[config.mk]
export PLATFORM = sky130hd
export DESIGN_NAME = pic_priority_resolver
export DESIGN_NICKNAME = d
export VERILOG_FILES = /design/src/rtl/pic_priority_resolver.sv
export SDC_FILE = /design/constraint.sdc
export NUM_CORES = 1
export LEC_CHECK = 0
export CAP_MARGIN = 20
export CELL_PAD_IN_SITES_DETAIL_PLACEMENT = 1
export CELL_PAD_IN_SITES_GLOBAL_PLACEMENT = 2
export CORE_ASPECT_RATIO = 0.7
export CORE_MARGIN = 1
export CORE_UTILIZATION = 38
export CTS_BUF_LIST = sky130_fd_sc_hd__clkbuf_8
export DETAILED_ROUTE_END_ITERATION = 8
export PLACE_DENSITY = 0.95
export REMOVE_ABC_BUFFERS = 1
export SETUP_SLACK_MARGIN = 0.3
export SYNTH_ARGS = -nofsm -noshare
export SYNTH_HDL_FRONTEND = slang
export SYNTH_SLANG_ARGS = --single-unit
[constraint.sdc]
create_clock -name clk -period 11.83 [get_ports clk]
set_input_delay 2.366 -clock clk [delete_from_list [all_inputs] [get_ports clk]]
set_output_delay 2.366 -clock clk [all_outputs]
set_load 0.03 [all_outputs]
[src/rtl/pic_priority_resolver.sv]
// pic_priority_resolver: 8259-style priority resolver owning the ISR, INTA handshake and OCW2 EOI/rotation.
module pic_priority_resolver #(
  parameter int NUM_IR = 8
) (
  input  logic              clk,
  input  logic              reset,
  input  logic [NUM_IR-1:0] IRR,
  input  logic              aeoi,
  input  logic              inta,
  input  logic              eoi_strobe,
  input  logic [2:0]        eoi_cmd,
  input  logic [2:0]        eoi_level,
  output logic              INT,
  output logic [NUM_IR-1:0] ISR,
  output logic              resetIRRbit,
  output logic [NUM_IR-1:0] irr_clear,
  output logic              vector_valid,
  output logic [2:0]        vector_level,
  output logic              spurious
);
  typedef enum logic {IDLE, ACK2} state_t;
  state_t state, state_n;
  logic [2:0] lowest_prio, lp_n, ack_level;
  logic rotate_aeoi, rot_n, ack_spur, first, second, eoi_ns, eoi_sp, int_n;
  logic [3:0] isr_hi, req_hi;
  logic [NUM_IR-1:0] qual, set_mask, aeoi_clr, eoi_clr, isr_n;
  // rank 0 is the highest priority, i.e. the level just after lowest_prio
  function automatic logic [2:0] rank(input logic [2:0] l, input logic [2:0] lp);
    return l - lp - 3'd1;
  endfunction
  // {found, level} of the highest-priority set bit; scanning lowest priority first so the best match lands last
  function automatic logic [3:0] highest(input logic [NUM_IR-1:0] v, input logic [2:0] lp);
    logic [3:0] r;
    logic [2:0] l;
    r = '0;
    for (int k = 8; k >= 1; k--) begin
      l = lp + 3'(k);
      if (v[l]) r = {1'b1, l};
    end
    return r;
  endfunction
  always_comb begin
    isr_hi = highest(ISR, lowest_prio);
    qual = '0;
    for (int n = 0; n < NUM_IR; n++)
      qual[n] = IRR[n] && (!isr_hi[3] || rank(3'(n), lowest_prio) < rank(isr_hi[2:0], lowest_prio));
    req_hi = highest(qual, lowest_prio);
    first = inta && state == IDLE;
    second = inta && state == ACK2;
    state_n = first ? ACK2 : second ? IDLE : state;
    set_mask = (first && req_hi[3]) ? NUM_IR'(1) << req_hi[2:0] : '0;
    aeoi_clr = (second && aeoi && !ack_spur) ? NUM_IR'(1) << ack_level : '0;
    eoi_ns = eoi_strobe && eoi_cmd[0] && !eoi_cmd[1];
    eoi_sp = eoi_strobe && eoi_cmd[0] && eoi_cmd[1];
    eoi_clr = eoi_sp ? NUM_IR'(1) << eoi_level : (eoi_ns && isr_hi[3]) ? NUM_IR'(1) << isr_hi[2:0] : '0;
    isr_n = (ISR & ~(eoi_clr | aeoi_clr)) | set_mask;
    lp_n = (eoi_strobe && eoi_cmd[2:1] == 2'b11) ? eoi_level :
           (eoi_ns && eoi_cmd[2] && isr_hi[3]) ? isr_hi[2:0] :
           (second && aeoi && !ack_spur && rotate_aeoi) ? ack_level : lowest_prio;
    rot_n = (eoi_strobe && eoi_cmd == 3'b100) ? 1'b1 : (eoi_strobe && eoi_cmd == 3'b000) ? 1'b0 : rotate_aeoi;
    int_n = state_n == IDLE && |qual;
  end
  always_ff @(posedge clk) begin
    if (reset) begin
      state <= IDLE;
      INT <= 1'b0;
      ISR <= '0;
      resetIRRbit <= 1'b0;
      irr_clear <= '0;
      vector_valid <= 1'b0;
      vector_level <= 3'd0;
      spurious <= 1'b0;
      lowest_prio <= 3'd7;
      rotate_aeoi <= 1'b0;
      ack_level <= 3'd0;
      ack_spur <= 1'b0;
    end else begin
      state <= state_n;
      INT <= int_n;
      ISR <= isr_n;
      resetIRRbit <= first && req_hi[3];
      irr_clear <= set_mask;
      vector_valid <= second;
      vector_level <= second ? ack_level : 3'd0;
      spurious <= second && ack_spur;
      lowest_prio <= lp_n;
      rotate_aeoi <= rot_n;
      ack_level <= first ? (req_hi[3] ? req_hi[2:0] : 3'd7) : ack_level;
      ack_spur <= first ? !req_hi[3] : ack_spur;
    end
  end
endmodule

* After elaboration in Yosys (flattened, before gate mapping) *
Cells that the tools add are included.

word-level totals
  register bits = 32
  bits of input ports = 19

cells by class
  shift-type cells = 4
  equal/unequal tests = 2
  $add $sub $neg = 25
  muxes and demuxes = 60
  bitwise operators = 7
  reductions and logical operators = 42
  magnitude comparators = 16

operators by type and width
  kind                   count
  $mux W4                16
  $bmux W1 S3            16
  $lt A3 B4 Y1 const B   8
  $mux W8                4
  $shl A1 B3 Y8 const A  4
  $sub A3 B1 Y3 const B  9
  $logic_and A1 B1 Y1    25
  $lt A3 B3 Y1           8
  $mux W1                20
  $or A8 B8 Y8           2
  $add A3 B3 Y3 const B  4
  $mux W3                4
  $sub A3 B3 Y3 const A  4
  $and A8 B8 Y8          1
  $logic_or A1 B1 Y1     8
  $not A8 Y8             1
  $reduce_or A8 Y1       1
  $add A3 B2 Y3 const B  2
  $sub A1 B3 Y3 const A  2
  $sub A2 B3 Y3 const A  2
  $logic_not A1 Y1       4
  $add A3 B1 Y3 const B  1
  $eq A3 B3 Y1 const B   1
  $logic_not A3 Y1       1
  other kinds (6)        8

* Logic depth before layout (Yosys ltp) *
Gate-level depths: netlist of the first run.

  word-level depth = 28
  gate-level depth with buffers = 36

* Worst setup path before layout of the first run *
Ideal clock, no wire load.

  kind = register -> register
  start point = reg lowest_prio[0]
  end point = reg ISR[3]
  path slack = 4.600 ns
  cell stages (with the launch flop) = 32
  arrival = 7.146 ns
  period minus slack after synthesis = 7.230 ns
  buffers on the path = 5
  required time = 11.746 ns
  setup time = 0.084 ns
  cells stage by stage = dfxtp_1 > buf_6 > inv_2 > clkbuf_1 > clkbuf_1 > ha_1 > buf_4 > mux2_1 > mux4_2 > o211ai_1 > o311ai_0 > mux2i_1 > mux2i_1 > o211ai_1 > o21ai_1 > fa_1 > inv_1 > ha_1 > nor2_1 > nand2_1 > a31oi_2 > nor2_1 > a2111o_1 > a221oi_1 > nor2_1 > mux4_2 > mux2_2 > mux2i_1 > a2111o_1 > a31o_1 > buf_6 > o31ai_2

on the way
  word-level cells in the longest chain between the ends = 28
  elaborated cells between the ends (all ways) = 109
  classes of those cells = 25 x add/sub; 8 x order compare; 2 x shift; 51 x mux; 4 x bitwise; 19 x reduce/logical

ends and longest elaborated chain
  element                                                          RTL line  source
  start, declared                                                  23        logic [2:0] lowest_prio, lp_n, ack_level;
  start signal, assigned                                           86        lowest_prio <= lp_n;
  $add A3 B3 Y3 / $bmux W1 S3 (equally long branches)              37, 38
  $bmux W1 S3 / $mux W1 (equally long branches)                    38        if (v[l]) r = {1'b1, l};
  $mux W1 (implied by the code) / $mux W4 (equally long branches)  38
  $mux W4 (7 in series)                                            38
  $sub A3 B3 Y3                                                    29        return l - lp - 3'd1;
  $sub A3 B1 Y3                                                    29
  $lt A3 B3 Y1                                                     46        qual[n] = IRR[n] && (!isr_hi[3] || rank(3'(n), lowest_prio) < rank(isr_hi[2:0], lowest_prio));
  $logic_or A1 B1 Y1                                               46
  $logic_and A1 B1 Y1                                              46
  $bmux W1 S3                                                      38
  $mux W1 (implied by the code)                                    38
  $mux W4 (8 in series)                                            38
  $shl A1 B3 Y8 / $logic_and A1 B1 Y1 (equally long branches)      51        set_mask = (first && req_hi[3]) ? NUM_IR'(1) << req_hi[2:0] : '0;
  $mux W8                                                          51
  $or A8 B8 Y8 (*)                                                 56        isr_n = (ISR & ~(eoi_clr | aeoi_clr)) | set_mask;
  end signal, assigned                                             80        ISR <= isr_n;
  end, declared                                                    14        output logic [NUM_IR-1:0] ISR,

Every way passes the cells marked *; elsewhere a longest branch is shown, timed or not. The select of a mux whose other input is x is not followed.
A chain may end at the register's enable or synchronous reset.

* Worst setup path in the final report of the first run *
  start point = reg lowest_prio[1]
  end point = reg ISR[0]

The elaborated chain is that of the path after synthesis.

==> results of run 1 <==
## per-layer routing
metal / GRT usage (%) / vias up
met5: 0 / -
met3: 5.36 / 19
met4: 2.78 / 0
met1: 47.0 / 2398
met2: 41.3 / 248
li1: - / 2189
## cell families (layout without fill, tap and decap cells)
kind of cell	count (synthesis)	in the layout	share of synthesized area [%]
muxes	42	42	15.3
xor gates and xnor gates	5	5	1.50
AOI/OAI and AO/OA	172	172	31.2
adders and majority gates	10	10	3.18
and+or+nand+nor	227	227	27.9
DFF	32	32	15.3
buffers and inverters	53	76	5.57
## per-stage QoR
stage	total power (uW)	hold WS, ps	worst slack (ps)	util, %
2_1_floorplan	1140	458	3440	-
4_1_cts	1650	535	2540	45.4
6_report	1690	527	2780	45.6
3_3_place_gp	1500	488	2920	44.3
3_5_place_dp	1540	500	2570	44.4
5_1_grt	1810	563	2090	45.6
## worst min-delay path by stage
stage                              from                        to  slack (ps)  cells past startpoint
6_report       rotate_aeoi$_SDFFE_PP0P_  rotate_aeoi$_SDFFE_PP0P_         530                      2
5_1_grt        rotate_aeoi$_SDFFE_PP0P_  rotate_aeoi$_SDFFE_PP0P_         560                      2
4_1_cts        rotate_aeoi$_SDFFE_PP0P_  rotate_aeoi$_SDFFE_PP0P_         530                      2
3_5_place_dp   rotate_aeoi$_SDFFE_PP0P_  rotate_aeoi$_SDFFE_PP0P_         500                      2
3_3_place_gp   rotate_aeoi$_SDFFE_PP0P_  rotate_aeoi$_SDFFE_PP0P_         490                      2
2_1_floorplan  rotate_aeoi$_SDFFE_PP0P_  rotate_aeoi$_SDFFE_PP0P_         460                      2
## registers in the layout (all words and copies together), names as in the netlist
name          count
INT               1
resetIRRbit       1
ISR               8
rotate_aeoi       1
state             1
lowest_prio       3
vector_valid      1
ack_spur          1
ack_level         3
irr_clear         8
vector_level      3
spurious          1
## worst max-delay path, delay by kind of cell (launching register included)
family	cells	cell delay (ps)
and+or+nand+nor	10	2540
AOI/OAI and AO/OA	9	1940
adders and majority gates	3	1610
buffers and inverters	4	1290
muxes	4	830
xor gates and xnor gates	1	370
DFF	1	300
## layout make-up
type                    instances  share of cell area [%]
clock buffers                   5                    1.43
clock inverters                 3                   0.808
inverters                      19                    1.49
multi-input cells             456                    68.9
flip-flops and latches         32                    13.4
well taps                     148                    3.86
repair buffers                 49                    10.1
## report_power, final
group | internal, uW | total, uW | switching, uW | leakage (uW)
Sequential | 131 | 170 | 38.8 | 0.000261
Combinational | 494 | 1420 | 922 | 0.00144
Clock | 61.6 | 104 | 42.0 | 0.0000593
Total | 687 | 1690 | 1000 | 0.00176
## layout by cell type, fill, tap and decap left out, types with 4 or more instances in the layout
master           instances
or4_1                    5
nor2b_1                  6
o31ai_1                 11
o2111ai_1                4
nand3_1                 20
o21ai_0                 19
a31oi_1                 11
buf_4                    6
nand2_1                 57
nor2_1                  48
mux2i_1                 12
a21oi_1                 20
o211ai_1                17
a221oi_1                 5
o21ai_1                  5
and3_1                   4
a211oi_1                 9
ha_1                     9
inv_1                   15
clkdlybuf4s50_1         41
mux2_2                  12
a21o_1                   7
o22ai_1                  5
or3_1                    4
nor3_1                  31
clkbuf_8                 5
nand2b_1                 9
a2111o_1                 4
nand4_1                 14
o32ai_1                  7
mux4_2                  15
dfxtp_1                 32
and2_1                   7
nor4_1                   8
==> out/results.ini, run 1 <==
[setup_path]
r2r_setup_slack_ps=2780
crit_type=reg -> reg
critPathCapture=ISR[0]$_SDFF_PP0_
startpoint_type=flop
critical_path.reg2reg.startpoint=lowest_prio[1]$_SDFFE_PP1P_
critPathArrivalTime_ps=9210
cpPeakStageDelay_ps=710
endpoint_kind=flop
critical_path.slowest_cell=ha_1
path_max_fanout=34
ff2ff_path_depth=31
timing.rr.end=ISR[0]$_SDFF_PP0_
crit_start=lowest_prio[1]$_SDFFE_PP1P_
required_ps=11990

[sta]
max_freq_mhz=110
layout_min_cycle_time_ps=9050
hold_viol=0
worst_slew_pin_slew_ps=952
fin_tns_setup_ps=0
grt_setup_unrepaired=false
fin_skew_ps=1.42
drv_slew=0
slew-limit-headroom_pct=36.3
setup_viol=0
period_share_pct=76.5

[route]
routed_wl_um=16400
via_per_inst=6.82
wl_met1_um=7920
wl_per_cell_um=23.1
dr.max_layer_used=met4
route.met3.wl_um=1560
drc=0
via_count=4854
met2_length_um=6830
drtIter0Drc=560
drtPass1Iterations=5
antenna_left=0

[finish]
seq_area_um2=641
antenna_cells=0
final_cells=712
nNetsFinal=592
post_route_cells_drive_above_1_share_pct=11.7
fillers=1290
area.growth.synth_to_final_pct=14.9
multi_input_area_um2=3310
finalInstanceArea_um2=4800

[synthesis]
async_flop_share_pct=0
ys.flop_type=dfxtp_1
synth_largest_area_cell=dfxtp_1
ys_ff_latch=32
syn_inst=541
ys_seq_area_share_pct=15.3
synth_edf_count=0
synth.cell_area_um2=4180
yosysMostFrequentCell=nand2_1
avgSynthCellArea_um2=7.72
yosysWarnings=0
synth_cell_types=83
synthTopCellsByCount=nand2_1 (57), nor2_1 (48), dfxtp_1 (32)
ys_top_cells_by_area=dfxtp_1 (15%), mux4_2 (8.1%), nand2_1 (5.1%)
synth_top_cell_area_share_pct=15.3

[grt]
grt_pass1_vias=4640
grt_pass1_wl_um=26600
grt_max_degree=44
grt_overflow_total=0
antenna_found_initial=0
grtUsageTotal_pct=29.5

[clock_network]
path_clk_slew_ps=60
ctsHoldBuffers=0
clock-sinks=32
cts_resized=0
cts-root-buf=clkbuf_8
cts_tree=done
worstSkewPairLatency_ps=290
htree_num_levels=2
cts_setup_buffers=0
cts_buffers=5
clockBufferDepth=2

[pwr]
power_per_cell_area_nw_per_um2=352
leakage_uw=0.00176
peakVddDrop_uv=159

[floorplanning]
floorplan.die_area_um2=11400
die_w_um=127
core_um2=10500
die_y_um=89.7
ioPinCount=42
num_rows=31
initial_core_util_pct=39.7

[worst_hold_path]
hold_path_class=reg -> reg

[placed_design]
io_buffers=41
gp_congestion=0.943
place_area_um2=4660
placedCellCount=703
hpwl_um=12500

[run_status]
outcome=finished, final reports clean

[flow_run]
cap_violations=0

Note: power is estimated with default switching activity, not from simulation.
==> inputs of run 2 (changes only) <==
--- a/config.mk
+++ b/config.mk
@@ -10,10 +10,10 @@
 export CELL_PAD_IN_SITES_GLOBAL_PLACEMENT = 2
 export CORE_ASPECT_RATIO = 0.7
 export CORE_MARGIN = 1
-export CORE_UTILIZATION = 38
+export CORE_UTILIZATION = 35
 export CTS_BUF_LIST = sky130_fd_sc_hd__clkbuf_8
 export DETAILED_ROUTE_END_ITERATION = 8
-export PLACE_DENSITY = 0.95
+export PLACE_DENSITY = 0.89
 export REMOVE_ABC_BUFFERS = 1
 export SETUP_SLACK_MARGIN = 0.3
 export SYNTH_ARGS = -nofsm -noshare
==> constraint.sdc (replaced) <==
create_clock -name clk -period 8.69 [get_ports clk]
set_input_delay 1.738 -clock clk [delete_from_list [all_inputs] [get_ports clk]]
set_output_delay 1.738 -clock clk [all_outputs]
set_load 0.03 [all_outputs]
==> run 2 against run 1 <==
Net effect: worst setup slack worse by 1900 ps; routed wire length increased by 6.5%; register-to-register slack got worse by 1900 ps; final area increased by 0.70%.
==> out/results.ini, run 2 (synthesis results as in run 1) <==
[run_status]
outcome=finished, final reports clean

[grt]
grt_max_degree=43  ; -2.3%
grt_pass1_vias=4808  ; +3.6%
grt_overflow_total=0  ; unchanged
grt_pass1_wl_um=28100  ; +5.7%
antenna_found_initial=0  ; unchanged
grtUsageTotal_pct=29.1  ; -0.35 points

[route]
wl_per_cell_um=24.3  ; +5.3%
via_count=4928  ; +1.5%
routed_wl_um=17500  ; +6.5%
via_per_inst=6.84  ; +0.40%
drc=0  ; unchanged
drtPass1Iterations=4  ; -1
drtIter0Drc=527  ; -5.9%
antenna_left=0  ; unchanged

[clock_network]
htree_num_levels=2  ; unchanged
cts_tree=done
path_clk_slew_ps=80  ; +20 ps
clockBufferDepth=2  ; unchanged
worstSkewPairLatency_ps=290  ; about the same
cts_setup_buffers=0  ; unchanged
clock-sinks=32  ; unchanged
cts-root-buf=clkbuf_8
cts_buffers=5  ; unchanged

[sta]
slew-limit-headroom_pct=40.2  ; +3.9 points
fin_skew_ps=7.89  ; +6.46 ps
fin_tns_setup_ps=0  ; unchanged
max_freq_mhz=127  ; +15%
layout_min_cycle_time_ps=7850  ; -1200 ps
drv_slew=0  ; unchanged
grt_setup_unrepaired=false
setup_viol=0  ; unchanged
period_share_pct=90.4  ; +14 points
hold_viol=0  ; unchanged
worst_slew_pin_slew_ps=889  ; -62.5 ps

[finish]
top_regs=ISR (8), irr_clear (8)
area.growth.synth_to_final_pct=15.7
final_common_cell=nand2_1
fillers=1379  ; +6.9%
nNetsFinal=595  ; +0.51%
post_route_cells_drive_above_1_share_pct=12.9  ; +1.2 points
mostFrequentLayoutCells=nand2_1 (57), nor2_1 (48), clkdlybuf4s50_1 (41)
antenna_cells=0  ; unchanged

[setup_path]
path_max_fanout=37  ; +8.8%
cp_top_family=compound AO/OA/AOI/OAI gates
critical_path.slowest_cell=mux4_2
cp_num_buf_inv=2  ; -2
crit_type=reg -> reg
startpoint_type=flop
crit_chain=buf_4, mux4_2, mux2_2, mux2i_1, o211ai_1, o311ai_0, mux2i_1, mux2i_1, o211ai_1, o21ai_1, fa_2, inv_1, ha_1, a31oi_1, a21oi_1, a2111oi_0, a211oi_1, o221ai_1, o221ai_1, or4_1, nor3_1, nor3b_1, nand2b_1, o31ai_1
cp_common_cell=mux2i_1
cpPeakStageDelay_ps=700  ; about the same
required_ps=8830  ; -3160 ps
critPathArrivalTime_ps=7990  ; -1220 ps
endpoint_kind=flop

[floorplanning]
floorplan.die_area_um2=12400  ; +8.4%
num_rows=32  ; +3.2%
die_w_um=133  ; +4.1%
die_y_um=93.4  ; +4.1%
core_um2=11300  ; +7.4%
initial_core_util_pct=37.0  ; -2.7 points
ioPinCount=42  ; unchanged

[flow_run]
cap_violations=0  ; unchanged

[placed_design]
hpwl_um=13200  ; +5.2%
io_buffers=41  ; unchanged
gp_congestion=0.954  ; +1.2%

[worst_hold_path]
hold_path_class=reg -> reg

-- run 2: cell types whose count changed in the layout (fill, tap and decap cells not counted) --
cell,before,now
inv_1,15,14
buf_1,1,0
fa_2,0,1
ha_1,9,8
buf_16,1,0
clkbuf_2,0,1
buf_4,6,10
ha_2,0,1
clkbuf_8,5,7
clkinv_2,1,0
fa_1,1,0
-- run 2: layer usage --
| layer | part of all wire, % | GRT usage (%) | up-vias |
|---|---|---|---|
| li1 | - | - | 2189 |
| met1 | 49 | 43.7 | 2460 |
| met2 | 42 | 42.7 | 255 |
| met3 | 8.5 | 5.75 | 24 |
| met4 | 1.2 | 5.46 | 0 |
| met5 | 0 | 0 | - |
-- run 2: through the flow --
step	cell area, um^2	setup WS (ps)	cells	utilization, %	hold WS [ps]
2_1_floorplan	4010	302	507	-	458
4_1_cts	4820	806	719	42.7	505
6_report	4830	836	720	42.8	506
3_5_place_dp	4700	945	711	41.6	494
3_3_place_gp	4700	1260	711	41.6	481
5_1_grt	4830	306	720	42.8	560
-- run 2: final timing paths --
check / from / to / slack, ps / depth (start not counted)
worst min-delay path: rotate_aeoi$_SDFFE_PP0P_ / rotate_aeoi$_SDFFE_PP0P_ / 510 / 2
worst max-delay path: lowest_prio[0]$_SDFFE_PP1P_ / ISR[2]$_SDFF_PP0_ / 840 / 24
worst min register to register: rotate_aeoi$_SDFFE_PP0P_ / rotate_aeoi$_SDFFE_PP0P_ / 510 / 2
worst max register to register: lowest_prio[0]$_SDFFE_PP1P_ / ISR[2]$_SDFF_PP0_ / 840 / 24
-- run 2: repair_timing --
item / in CTS / in global routing
hold buffers: 0 / 0
setup endpoints to repair: 0 / 17
resized for setup: 0 / 2
-- run 2: tightest hold or removal path: cells and delay by family (launching register included) --
kind,cells,cell delay (ps)
flops,1,340
simple gates,1,60
compound gates,1,60
-- run 2: cell type report --
class                   count  area [um^2]  share of cell area (%)
clock inverters             1         30.0                   0.621
flip-flops and latches     32          641                    13.3
clock buffers               7         96.3                    1.99
multi-input cells         456         3310                    68.5
well taps                 153          191                    3.96
repair buffers             52          490                    10.2
inverters                  19         71.3                    1.48
Power of run 2 is not shown: default switching activity piles up to over one toggle a cycle in this logic, so the estimate is an artifact.
